**config.mk**
```make
export PLATFORM = sky130hd
export DESIGN_NAME = alu_mul_seq
export DESIGN_NICKNAME = d
export VERILOG_FILES = /design/src/rtl/alu_mul_seq_pkg.sv /design/src/rtl/alu_mul_seq.sv
export SDC_FILE = /design/constraint.sdc
export NUM_CORES = 1
export LEC_CHECK = 0
export CAP_MARGIN = 20
export CORE_UTILIZATION = 40
export DETAILED_ROUTE_END_ITERATION = 16
export PLACE_DENSITY = 0.67
export RECOVER_POWER = 25
export SLEW_MARGIN = 30
export SYNTH_ARGS = -nofsm -noshare
export SYNTH_HDL_FRONTEND = slang
export SYNTH_SLANG_ARGS = --single-unit
```
**constraint.sdc**
```tcl
create_clock -name Clock -period 4 [get_ports Clock]
set_input_delay 1 -clock Clock [delete_from_list [all_inputs] [get_ports Clock]]
set_output_delay 1 -clock Clock [all_outputs]
set_load 0.01 [all_outputs]
```
**src/rtl/alu_mul_seq_pkg.sv**
```systemverilog
// Shared ALU opcodes/flag positions plus the multiply-sequencer state encoding.
// The flag defines are global so the datapath and the sequencer agree on bit positions.
`ifndef FLAGS_Z
`define FLAGS_Z 0
`define FLAGS_C 1
`define FLAGS_N 2
`define FLAGS_V 3
`endif

package alu_mul_seq_pkg;

    typedef enum logic [3:0] {
        FnNOP = 4'd0,
        FnA   = 4'd1,
        FnB   = 4'd2,
        FnADD = 4'd3,
        FnSUB = 4'd4,
        FnAND = 4'd5,
        FnOR  = 4'd6,
        FnXOR = 4'd7
    } alu_functions_t;

    typedef enum logic [1:0] {
        MS_IDLE = 2'd0,
        MS_RUN  = 2'd1,
        MS_DONE = 2'd2
    } mulseq_state_t;

    localparam int MULSEQ_WIDTH = 16;
    localparam int MULSEQ_CNT_W = 5;

endpackage

```
**src/rtl/alu_mul_seq.sv**
```systemverilog
// Iterative unsigned shift-and-add multiplier that borrows the shared ALU one bit per grant.
// Handshake: AluReq stays high through RUN; an iteration commits only on an edge with AluGnt=1.
module alu_mul_seq
    import alu_mul_seq_pkg::*;
#(
    parameter int WIDTH = MULSEQ_WIDTH,
    parameter int CNT_W = MULSEQ_CNT_W
) (
    input  logic                 Clock,
    input  logic                 nReset,
    input  logic                 Start,
    input  logic [WIDTH-1:0]     Multiplicand,
    input  logic [WIDTH-1:0]     Multiplier,
    output logic                 Busy,
    output logic                 Done,
    output logic [2*WIDTH-1:0]   Product,
    output logic                 Ovf,
    output logic                 AluReq,
    input  logic                 AluGnt,
    output alu_functions_t       AluOp,
    output logic [WIDTH-1:0]     AluOp1,
    output logic [WIDTH-1:0]     AluOp2,
    input  logic [WIDTH-1:0]     AluResult,
    input  logic [3:0]           AluFlags,
    output mulseq_state_t        DbgState
);

    mulseq_state_t          r_state;
    mulseq_state_t          w_next_state;
    logic [CNT_W-1:0]       r_cnt;
    logic [WIDTH-1:0]       r_m;
    logic [WIDTH-1:0]       r_p_hi;
    logic [WIDTH-1:0]       r_p_lo;
    logic [2*WIDTH-1:0]     r_product;
    logic                   w_carry;
    logic [WIDTH-1:0]       w_p_hi_nxt;
    logic [WIDTH-1:0]       w_p_lo_nxt;
    logic                   w_step;
    logic                   w_unused_flags;

    // Only the carry is consumed; the 17th sum bit re-enters at the top of P_hi.
    assign w_carry        = AluFlags[`FLAGS_C];
    assign w_unused_flags = ^(AluFlags & ~(4'b0001 << `FLAGS_C));
    assign w_p_hi_nxt     = {w_carry, AluResult[WIDTH-1:1]};
    assign w_p_lo_nxt     = {AluResult[0], r_p_lo[WIDTH-1:1]};
    assign w_step         = (r_state == MS_RUN) && AluGnt;

    always_ff @(posedge Clock or negedge nReset) begin
        if (!nReset) begin
            r_state <= MS_IDLE;
        end else begin
            r_state <= w_next_state;
        end
    end

    always_comb begin
        w_next_state = r_state;
        Busy         = 1'b0;
        Done         = 1'b0;
        AluReq       = 1'b0;
        AluOp        = FnNOP;
        AluOp1       = '0;
        AluOp2       = '0;
        case (r_state)
            MS_IDLE: begin
                if (Start) begin
                    w_next_state = MS_RUN;
                end
            end
            MS_RUN: begin
                Busy   = 1'b1;
                AluReq = 1'b1;
                AluOp  = r_p_lo[0] ? FnADD : FnA;
                AluOp1 = r_p_hi;
                AluOp2 = r_m;
                if (AluGnt && (r_cnt == CNT_W'(1))) begin
                    w_next_state = MS_DONE;
                end
            end
            MS_DONE: begin
                Busy         = 1'b1;
                Done         = 1'b1;
                w_next_state = MS_IDLE;
            end
            default: begin
                w_next_state = MS_IDLE;
            end
        endcase
    end

    // Product is a separate copy so it holds the previous result across a new Start.
    always_ff @(posedge Clock or negedge nReset) begin
        if (!nReset) begin
            r_cnt     <= '0;
            r_m       <= '0;
            r_p_hi    <= '0;
            r_p_lo    <= '0;
            r_product <= '0;
        end else if ((r_state == MS_IDLE) && Start) begin
            r_cnt  <= CNT_W'(WIDTH);
            r_m    <= Multiplicand;
            r_p_hi <= '0;
            r_p_lo <= Multiplier;
        end else if (w_step) begin
            r_cnt     <= r_cnt - CNT_W'(1);
            r_p_hi    <= w_p_hi_nxt;
            r_p_lo    <= w_p_lo_nxt;
            r_product <= {w_p_hi_nxt, w_p_lo_nxt};
        end
    end

    assign Product  = r_product;
    assign Ovf      = |r_product[2*WIDTH-1:WIDTH];
    assign DbgState = r_state;

endmodule

```
==> results of run 1 <==
-- power groups by stage --
stage / Sequential, mW / Clock [mW] / Combinational (mW)
global placement: 1.58 / 0 / 1.88
CTS: 1.59 / 0.675 / 1.92
global route: 1.65 / 0.714 / 2.07
detailed placement: 1.60 / 0 / 1.91
floorplan: 1.62 / 0 / 1.02
finish: 1.58 / 0.659 / 1.89
-- cells in the final DEF, fill, tap and decap left out, drive strengths merged --
cell type and n:
clkbuf 11, inv 5, buf 6, nand3 2
and2 35, dfrtp 87, mux2 32, and3b 1
nor2 18, o21ai 7, clkinv 1, nand2b 2
a31oi 16, bufinv 2, or2 1, clkdlybuf4s50 123
nand4 1, nor4 4, a21oi 18, nand2 116
xor2 1, clkinvlp 2, nor2b 1, ha 7
o2111ai 2, conb 2, or3 3, xnor2 1
nor3b 1
-- kinds of logic after synthesis --
logic type,share of synthesized area (%)
XOR/XNOR,0.4387
buffers and inverters,4.041
other,0.09389
flip-flops,54.51
AO/OA/AOI/OAI,6.078
AND/OR/NAND/NOR,20.80
multiplexers,11.84
adder cells (fa/ha/maj),2.193
-- per-stage QoR --
stage,setup slack (ns),cell area (um^2),cells
3_3_place_gp,1.318,5308,626
6_report,0.9602,5517,641
5_1_grt,0.8290,5517,641
4_1_cts,0.9216,5523,641
2_1_floorplan,1.533,3998,389
3_5_place_dp,1.309,5311,626
-- metal layers --
| metal | up-vias | share of wire (%) |
|---|---|---|
| met4 | 0 | 0.88 |
| met3 | 9 | 7.0 |
| met5 | - | 0 |
| li1 | 1494 | - |
| met1 | 1474 | 47 |
| met2 | 92 | 45 |
-- area by class of cell --
type / count / share of cell area (%)
Sequential cell: 87 / 39.46
Multi-Input combinational cell: 271 / 30.12
Clock buffer: 10 / 2.313
Timing Repair Buffer: 130 / 23.23
Clock inverter: 5 / 1.520
Tap cell: 133 / 3.017
Inverter: 5 / 0.3402
-- how the worst max path moves through the flow --
stage	startpoint	to	slack (ns)	cells past startpoint
floorplan	DbgState[1]	AluOp1[0]	1.53	5
global placement	AluGnt	r_cnt[3]	1.32	4
detailed placement	AluGnt	r_p_hi[13]	1.31	5
CTS	DbgState[1]	AluOp1[8]	0.92	5
global route	DbgState[1]	AluOp1[0]	0.83	5
finish	DbgState[1]	AluOp1[1]	0.96	5
-- worst max-delay path: stages (launching register included) --
cell and delay (ns):
dfrtp_1 0.41, inv_1 0.13, ha_1 0.18, buf_4 0.25, and2_1 0.16, clkdlybuf4s50_1 0.56
-- sequential cells by signal, indices dropped and copies added (netlist names) --
name,count
r_p_hi,16
r_m,16
Product,32
r_cnt,5
DbgState,2
r_p_lo,16
==> impl_summary.txt, run 1 <==
----------------------------------------------------
[Timing]
  Tightest slew margin relative to the limit ... -41.79%
  Final Cycle Share ... 75.99%
  Post-route minimum period ... 3.040 ns
  Post-Route Setup TNS ... 0 ns
  Count of final hold-check violations ... 0
  Worst setup skew after layout ... 0.008217 ns
  Unrepaired setup endpoints after global routing ... false
  Maximum operating frequency ... 329.0 MHz
  Minimum hold slack ... 0.4742 ns
  Slew at the pin with the worst max-slew slack ... 2.127 ns
  Final Max Slew Viols ... 88
  Total setup violations reported at the end of the flow ... 0

[Setup path]
  Required time at the endpoint of the critical path ... 3.00 ns
  Setup crit start kind ... flop
  Launch instance of the worst register-to-register path ... DbgState[1]
  Capturing element type of the critical path ... output port
  Data arrival time at the worst-slack endpoint ... 2.04 ns
  Crit Path Category ... reg2out
  Highest net fanout along the worst path ... 25
  Depth of the worst register-to-register path ... 6
  Worst-case register-to-register setup slack ... 1.84 ns
  Capture point of the worst reg-to-reg path ... Product[0]

[Global route]
  Met1 track utilization from global routing ... 25.46%
  Congestion Overflow GR ... 0
  Via count of the first global-routing pass ... 3006
  Number of antenna violations at the first check in global routing ... 0
  Global Route Usage Sum ... 18.31%
  GR Util met3 ... 4.856%
  First-pass GRT wire length ... 14.72 mm
  Pin count of the biggest net entering global routing ... 88
  Met2 Usage GRT ... 28.38%
  Global-route layer with the greatest usage ... met2

[Drt]
  Via-per-instance ratio ... 4.788
  Routed wire per std cell ... 14.29 um
  1st-pass router iterations ... 4
  Number of DRC violations after detailed routing ... 0
  Via Count ... 3069
  Post-route antenna net violation count ... 0
  Initial DRC Count ... 83
  Drt total wl ... 9.162 mm

[Clocking]
  Number of buffers created by CTS ... 9
  Root buffer cell ... clkbuf_8
  Clk_lat worst skew ... 0.34 ns
  CTS H-Tree Depth ... 3
  Clock transition at the registers of the reported paths ... 0.09 ns
  Hold bufs inserted after CTS ... 0
  CTS tree ... built
  Number of buffers on the longest clock path ... 2
  Clk sinks ... 87
  Cells resized by post-CTS repair ... 0
  Postcts setup bufs ... 0

[Logic synthesis]
  Most numerous cell in the Yosys netlist ... nand2_1
  Average cell area after synthesis ... 10.29 um^2
  Post-synth top area share ... 54.51%
  Most common library cells after synthesis ... nand2_1 (115), dfrtp_1 (87), and2_1 (35)
  Total of warnings raised by yosys ... 0
  Seq cells post-synth ... 87
  Number of enable-type register cells in the synthesized netlist ... 0
  Primary FF master, synth ... dfrtp_1
  Share of synthesized area occupied by flip-flops and latches ... 54.51%
  Top post-synthesis cells by area ... dfrtp_1 (55%), mux2_4 (11%), nand2_1 (11%)
  Proportion of synthesized flip-flops having asynchronous set or reset ... 100.0%
  Synth Cell Area ... 3994 um^2
  Cell taking the most area after synthesis ... dfrtp_1
  Number of distinct library cell variants in the gate-level netlist after synthesis ... 29
  Post-Synthesis Cells ... 388

[Place]
  Count of port buffers added during placement ... 124
  DP HPWL ... 6.121 mm
  Weighted congestion at the end of routability-driven global placement ... 0.7465

[Job]
  Maxcap violations ... 1

[Final layout]
  Layout Nets ... 567
  Total area of multi-input combinational cells ... 1662 um^2
  Filler Cells Inserted ... 900
  Register area ... 2177 um^2
  Area growth syn-to-layout ... 38.13%
  ANT cells ... 0
  Fin util ... 56.70%
  Fraction of layout cells with a size suffix above 1 ... 11.02%

[Floorplan]
  I/O pin count ... 130
  Row Count ... 36
  Height of the die ... 101.9 um
  Horizontal extent of the die ... 101.9 um
  Area of the die ... 10390 um^2
  Core box area ... 9729 um^2
  Effective utilization at floorplan ... 41.05%

[Power and ir drop]
  Total internal power ... 2.725 mW
  Tot Pwr ... 4.130 mW
  Clock network fraction of design power ... 15.9%
  Portion of total power attributed to sequential cells ... 38.4%
  Combinational share of power ... 45.7%
  Lkg Pwr ... 2.509 nW
  Power density cells ... 748.7 nW/um^2
  Worst supply voltage drop on vdd ... 394.9 uV
  Switching power as a share of total power ... 34.04%
  Switching pwr ... 1.406 mW

[Worst hold path]
  Worst Hold Endpoint ... r_m[14]
  Hold wc startpoint ... r_m[14]
  Count of cells along the worst hold path ... 2
  Class of the tightest hold or removal check ... reg2reg

[Status]
  Failing checks ... capacitance limit, slew limit
  Outcome ... complete, but fails checks

----------------------------------------------------
Power figures use the tool's default switching activity.
==> run 2, diff against run 1 <==
clock period = 2.8 ns   (was 4 ns; I/O delays follow)
==> run 2 against run 1 <==
  * The flow still finishes with violations (capacitance limit, slew limit)
  * Clock skew is 0.0065 ns higher
  * Worst setup slack worse by 0.85 ns
  * Cell area grew 1.1%
  * Global-route usage is 1.3 points higher
  * Clock-buffer cell count grew 1
  * First-iteration DRC count rose by 31%
  * Critical endpoint is now AluOp1[2]
==> impl_summary.txt, run 2 (synthesis results as in run 1) <==
----------------------------------------------------
[Setup path]
  Crit Path Category ... reg2out (unchanged)
  Buffers plus inverters on the worst setup path ... 3 (unchanged)
  Launch instance of the worst register-to-register path ... DbgState[1] (unchanged)
  Highest net fanout along the worst path ... 24 (was 25)
  Worst-case register-to-register setup slack ... 0.83 ns (was 1.84 ns)
  Last element of the critical path ... AluOp1[2] (was AluOp1[1])
  Setup crit start kind ... flop (unchanged)
  Depth of the critical timing path with buffers and inverters included ... 5 (unchanged)
  Worst path slowest cell ... clkdlybuf4s50_1 (unchanged)
  Chain of cells forming the critical path ... inv_2 > ha_2 > buf_8 > and2_1 > clkdlybuf4s50_1 (was inv_1 > ha_1 > buf_4 > and2_1 > clkdlybuf4s50_1)
  Required time at the endpoint of the critical path ... 2.10 ns (was 3.00 ns)
  Data arrival time at the worst-slack endpoint ... 1.99 ns (was 2.04 ns)
  Source of the critical timing path ... DbgState[1] (unchanged)
  Capture point of the worst reg-to-reg path ... Product[0] (unchanged)
  Capturing element type of the critical path ... output port (unchanged)
  Delay of the slowest cell on the worst path ... 0.54 ns (was 0.56 ns)
  Crit path max-delay family ... buffers and inverters (unchanged)
  Depth of the worst register-to-register path ... 7 (was 6)

[Timing]
  Final Cycle Share ... 96.11%
  Worst Setup Slack, final ... 0.1088 ns (was 0.9602 ns)
  Worst setup skew after layout ... 0.01475 ns (was 0.008217 ns)
  Maximum operating frequency ... 371.6 MHz
  Post-Route Setup TNS ... 0 ns (unchanged)
  Post-route minimum period ... 2.691 ns
  Unrepaired setup endpoints after global routing ... false (unchanged)
  Tightest slew margin relative to the limit ... -33.67% (was -41.79%)
  Final Max Slew Viols ... 36 (was 88)
  Slew at the pin with the worst max-slew slack ... 2.005 ns (was 2.127 ns)
  Count of final hold-check violations ... 0 (unchanged)
  Total setup violations reported at the end of the flow ... 0 (unchanged)
  Minimum hold slack ... 0.4748 ns (was 0.4742 ns)

[Final layout]
  Filler Cells Inserted ... 865 (was 900)
  Flip-flop count of the largest register after layout ... 32 (unchanged)
  Fraction of layout cells with a size suffix above 1 ... 11.89% (was 11.02%)
  Layout Nets ... 571 (was 567)
  Post-route design area ... 5575 um^2 (was 5517 um^2)
  Area growth syn-to-layout ... 39.60% (was 38.13%)
  ANT cells ... 0 (unchanged)
  Commonest non-fill, non-tap cell in the layout ... clkdlybuf4s50_1 (unchanged)
  Most frequent cells in the layout ... clkdlybuf4s50_1 (123), nand2_1 (114), dfrtp_1 (87) (unchanged)

[Drt]
  1st-pass router iterations ... 4 (unchanged)
  Initial DRC Count ... 109 (was 83)
  Drt total wl ... 9.667 mm (was 9.162 mm)
  Post-route antenna net violation count ... 0 (unchanged)
  Routed wire per std cell ... 14.96 um (was 14.29 um)
  Via-per-instance ratio ... 4.827 (was 4.788)
  Number of DRC violations after detailed routing ... 0 (unchanged)
  Via Count ... 3118 (was 3069)

[Status]
  Outcome ... complete, but fails checks (unchanged)
  Failing checks ... capacitance limit, slew limit (unchanged)

[Clocking]
  Clock transition at the registers of the reported paths ... 0.10 ns (was 0.09 ns)
  CTS H-Tree Depth ... 3 (unchanged)
  Root buffer cell ... clkbuf_8 (unchanged)
  Number of buffers on the longest clock path ... 2 (unchanged)
  CTS tree ... built (unchanged)
  Clk_lat worst skew ... 0.35 ns (was 0.34 ns)
  Number of buffers created by CTS ... 9 (unchanged)
  Clk sinks ... 87 (unchanged)
  Hold bufs inserted after CTS ... 0 (unchanged)

[Global route]
  Pin count of the biggest net entering global routing ... 53 (was 88)
  Number of antenna violations at the first check in global routing ... 0 (unchanged)
  Global Route Usage Sum ... 19.59% (was 18.31%)
  First-pass GRT wire length ... 15.66 mm (was 14.72 mm)
  Via count of the first global-routing pass ... 3118 (was 3006)
  Congestion Overflow GR ... 0 (unchanged)

[Worst hold path]
  Class of the tightest hold or removal check ... reg2reg (unchanged)
  Hold wc startpoint ... r_m[14] (unchanged)
  Count of cells along the worst hold path ... 2 (unchanged)

[Place]
  DP HPWL ... 6.597 mm (was 6.121 mm)
  Placed inst area ... 5375 um^2 (was 5311 um^2)
  Count of port buffers added during placement ... 124 (unchanged)
  Post-Place Setup Slack ... 0.4064 ns (was 1.309 ns)
  Weighted congestion at the end of routability-driven global placement ... 0.7649 (was 0.7465)

[Power and ir drop]
  Portion of total power attributed to sequential cells ... 38.5% (was 38.4%)
  Switching power as a share of total power ... 34.62% (was 34.04%)
  Switching pwr ... 2.043 mW (was 1.406 mW)
  Total internal power ... 3.857 mW (was 2.725 mW)
  Clock network fraction of design power ... 14.5% (was 15.9%)
  Tot Pwr ... 5.900 mW (was 4.130 mW)
  Power density cells ... 1058 nW/um^2 (was 748.7 nW/um^2)
  Worst supply voltage drop on vdd ... 491.7 uV (was 394.9 uV)
  Lkg Pwr ... 2.531 nW (was 2.509 nW)
  Combinational share of power ... 47.0% (was 45.7%)

[Floorplan]
  Core box area ... 9729 um^2 (unchanged)
  Area of the die ... 10390 um^2 (unchanged)
  I/O pin count ... 130 (unchanged)
  Height of the die ... 101.9 um (unchanged)
  Effective utilization at floorplan ... 41.05% (unchanged)
  Horizontal extent of the die ... 101.9 um (unchanged)
  Row Count ... 36 (unchanged)

[Job]
  Maxcap violations ... 1 (unchanged)

----------------------------------------------------
[run 2: cell count changes in the layout (fill, tap and decap cells not counted), sizes merged]
cell / delta
clkbuf: +1
clkinv: +1
buf: +4
bufinv: -1
[run 2: repair_timing]
| action | CTS | global route |
|---|---|---|
| hold endpoints to repair | 0 | 0 |
| setup buffers | 0 | 0 |
| setup endpoints to repair | 0 | 24 |
| resized for setup | 0 | 5 |
[run 2: worst min-delay path by stage]
stage | slack [ns] | endpoint
after floorplan | 0.40 | DbgState[0]
after global placement | 0.45 | r_m[12]
after CTS | 0.31 | Product[6]
after global routing | 0.50 | r_m[11]
final | 0.47 | r_m[14]
after detailed placement | 0.45 | r_m[14]
[run 2: metrics by stage]
step           utilization [%]  cells
5_1_grt                  57.30    646
4_1_cts                  57.20    646
3_3_place_gp             55.25    630
6_report                 57.30    646
2_1_floorplan                -    389
3_5_place_dp             55.25    630
[run 2: layer usage]
layer / GRT usage, % / up-vias / share of wire, %
met1: 27.51 / 1516 / 47
li1: - / 1497 / -
met4: 6.044 / 0 / 0.83
met2: 29.83 / 98 / 45
met3: 5.062 / 7 / 6.7
met5: 0 / - / 0
[run 2: power groups by stage]
stage                     registers (mW)  clock network [mW]  logic (mW)
after detailed placement            2.29                   0        2.78
after global placement              2.27                   0        2.72
final                               2.27               0.855        2.77
after global routing                2.36               0.943        3.05
after CTS                           2.28               0.884        2.80
after floorplan                     2.31                   0        1.46
[run 2: cell type report]
type,instances,area (um^2),share of cell area [%]
clock buffer,11,131.4,2.356
clock inverter,5,58.81,1.055
inverter,5,18.77,0.3366
multi-input combinational,271,1664,29.85
sequential,87,2177,39.05
tap,133,166.4,2.985
timing repair buffer,134,1359,24.37
[run 2: worst reg2reg max path, delay by kind of cell, from the launching register on]
family / cells / cell delay, ns
buf+inv: 3 / 0.48
simple gates: 2 / 0.42
flops: 1 / 0.42
fa+ha+maj: 1 / 0.20
mux: 1 / 0.34
==> run 3, diff against run 2 <==
PLACE_DENSITY = 0.82   (was 0.67)
SKIP_LAST_GASP = 1   (was unset)
==> run 3 against run 2 <==
  * The run still ends with capacitance limit, slew limit left
  * Critical path depth did not move
  * Sequential share of layout area is 0.36 points lower
  * Worst setup slack worse by 0.0031 ns
  * Wire length shrank 0.52%
  * Combinational power rose by 1%
  * Clock-buffer cell count down 1
  * Cell area is 0.92% higher
  * Register-to-register slack worse by 0.06 ns
  * Hold slack worse by 0.0028 ns
  * Clock power grew 15%
  * Critical path type unchanged
  * Largest power group unchanged
==> impl_summary.txt, run 3 (synthesis results as in run 1) <==
----------------------------------------------------
[Status]
  Outcome ... complete, but fails checks (unchanged)
  Failing checks ... capacitance limit, slew limit (unchanged)

[Drt]
  Via-per-instance ratio ... 4.822 (was 4.827)
  1st-pass router iterations ... 4 (unchanged)
  Post-route antenna net violation count ... 0 (unchanged)
  Routed wire per std cell ... 14.86 um (was 14.96 um)
  Via Count ... 3120 (was 3118)
  Drt total wl ... 9.617 mm (was 9.667 mm)
  Initial DRC Count ... 96 (was 109)
  Number of DRC violations after detailed routing ... 0 (unchanged)

[Global route]
  Global Route Usage Sum ... 18.76% (was 19.59%)
  Via count of the first global-routing pass ... 3056 (was 3118)
  First-pass GRT wire length ... 15.01 mm (was 15.66 mm)
  Congestion Overflow GR ... 0 (unchanged)
  Number of antenna violations at the first check in global routing ... 0 (unchanged)
  Pin count of the biggest net entering global routing ... 69 (was 53)

[Clocking]
  Clock transition at the registers of the reported paths ... 0.09 ns (was 0.10 ns)
  CTS H-Tree Depth ... 3 (unchanged)
  Root buffer cell ... clkbuf_8 (unchanged)
  CTS tree ... built (unchanged)
  Number of buffers on the longest clock path ... 2 (unchanged)
  Number of buffers created by CTS ... 9 (unchanged)
  Clk_lat worst skew ... 0.34 ns (was 0.35 ns)
  Clk sinks ... 87 (unchanged)
  Hold bufs inserted after CTS ... 0 (unchanged)

[Final layout]
  Fraction of layout cells with a size suffix above 1 ... 12.45% (was 11.89%)
  Area growth syn-to-layout ... 40.88% (was 39.60%)
  ANT cells ... 0 (unchanged)
  Flip-flop count of the largest register after layout ... 32 (unchanged)
  Commonest non-fill, non-tap cell in the layout ... clkdlybuf4s50_1 (unchanged)
  Register area ... 2177 um^2 (unchanged)
  Most frequent cells in the layout ... clkdlybuf4s50_1 (123), nand2_1 (114), dfrtp_1 (87) (unchanged)
  Layout Nets ... 572 (was 571)
  Total area of multi-input combinational cells ... 1674 um^2 (was 1664 um^2)
  Filler Cells Inserted ... 844 (was 865)
  Fin util ... 57.83% (was 57.30%)

[Power and ir drop]
  Worst supply voltage drop on vdd ... 487.1 uV (was 491.7 uV)
  Power density cells ... 1079 nW/um^2 (was 1058 nW/um^2)
  Lkg Pwr ... 2.567 nW (was 2.531 nW)
  Tot Pwr ... 6.071 mW (was 5.900 mW)

[Place]
  Count of port buffers added during placement ... 124 (unchanged)
  Post-Place Setup Slack ... 0.3905 ns (was 0.4064 ns)
  Weighted congestion at the end of routability-driven global placement ... 0.7741 (was 0.7649)
  DP HPWL ... 6.534 mm (was 6.597 mm)

[Setup path]
  Data arrival time at the worst-slack endpoint ... 1.99 ns (about the same)
  Depth of the worst register-to-register path ... 7 (unchanged)
  Setup crit start kind ... flop (unchanged)
  Required time at the endpoint of the critical path ... 2.10 ns (about the same)
  Capturing element type of the critical path ... output port (unchanged)
  Crit Path Category ... reg2out (unchanged)
  Highest net fanout along the worst path ... 20 (was 24)

[Worst hold path]
  Count of cells along the worst hold path ... 2 (unchanged)
  Class of the tightest hold or removal check ... reg2reg (unchanged)

[Floorplan]
  Height of the die ... 101.9 um (unchanged)
  Horizontal extent of the die ... 101.9 um (unchanged)
  Area of the die ... 10390 um^2 (unchanged)
  Effective utilization at floorplan ... 41.05% (unchanged)
  Core box area ... 9729 um^2 (unchanged)
  Row Count ... 36 (unchanged)
  I/O pin count ... 130 (unchanged)

[Timing]
  Worst Setup Slack, final ... 0.1057 ns (was 0.1088 ns)
  Final Cycle Share ... 96.22% (was 96.11%)
  Slew at the pin with the worst max-slew slack ... 1.635 ns (was 2.005 ns)
  Worst setup skew after layout ... 0.01088 ns (was 0.01475 ns)
  Post-route minimum period ... 2.694 ns (was 2.691 ns)
  Tightest slew margin relative to the limit ... -8.996% (was -33.67%)
  Total setup violations reported at the end of the flow ... 0 (unchanged)
  Post-Route Setup TNS ... 0 ns (unchanged)
  Unrepaired setup endpoints after global routing ... false (unchanged)
  Final Max Slew Viols ... 69 (was 36)
  Count of final hold-check violations ... 0 (unchanged)
  Maximum operating frequency ... 371.2 MHz (was 371.6 MHz)

[Job]
  Maxcap violations ... 1 (unchanged)

----------------------------------------------------
-- run 3: repair_timing --
| item | in CTS | in global routing |
|---|---|---|
| cloned | 0 | 1 |
| gates resized for setup | 1 | 1 |
| hold endpoints to repair | 0 | 0 |
| setup buffers | 0 | 0 |
| setup endpoints to repair | 3 | 32 |
-- run 3: per-stage QoR --
stage | hold slack (ns) | cells | cell area [um^2]
after floorplan | 0.4044 | 389 | 3998
after global placement | 0.4510 | 630 | 5363
after detailed placement | 0.4541 | 630 | 5363
after CTS | 0.4719 | 646 | 5594
after global routing | 0.4975 | 647 | 5627
final | 0.4721 | 647 | 5627
-- run 3: critical path, cell delays in order, from the launching register on --
cell and delay (ns):
dfrtp_1 0.41, inv_1 0.16, ha_4 0.21, clkbuf_16 0.19, and2_1 0.14, clkdlybuf4s50_1 0.53
-- run 3: power breakdown --
group | internal, mW | leakage, nW | switching, mW
registers | 1.87 | 1.06 | 0.407
clock network | 0.532 | 0.117 | 0.455
logic | 1.60 | 1.39 | 1.21
total | 4.00 | 2.57 | 2.07
-- run 3: path summary, 6_finish.rpt --
path                             startpoint           to  slack, ns
worst min register to register       r_m[4]       r_m[4]       0.47
worst max-delay path            DbgState[1]     AluOp[1]       0.11
worst max register to register  DbgState[1]  Product[27]       0.77
max in group asynchronous            nReset  Product[26]       1.02
min in group asynchronous            nReset   Product[6]       0.76
worst min-delay path                 r_m[4]       r_m[4]       0.47
-- run 3: layer usage --
metal	share of wire (%)	wire, um	track usage, %	up-vias
li1	-	-	-	1505
met1	45	4322	24.89	1515
met2	49	4749	31.70	92
met3	4.9	468	3.694	8
met4	0.79	76	4.615	0
met5	0	0	0	-
-- run 3: cell type report --
class	count	share of cell area [%]
Inverter	5	0.3336
Tap cell	133	2.958
Clock inverter	6	1.623
Timing Repair Buffer	135	24.19
Clock buffer	10	2.446
Sequential cell	87	38.69
Multi-Input combinational cell	271	29.75
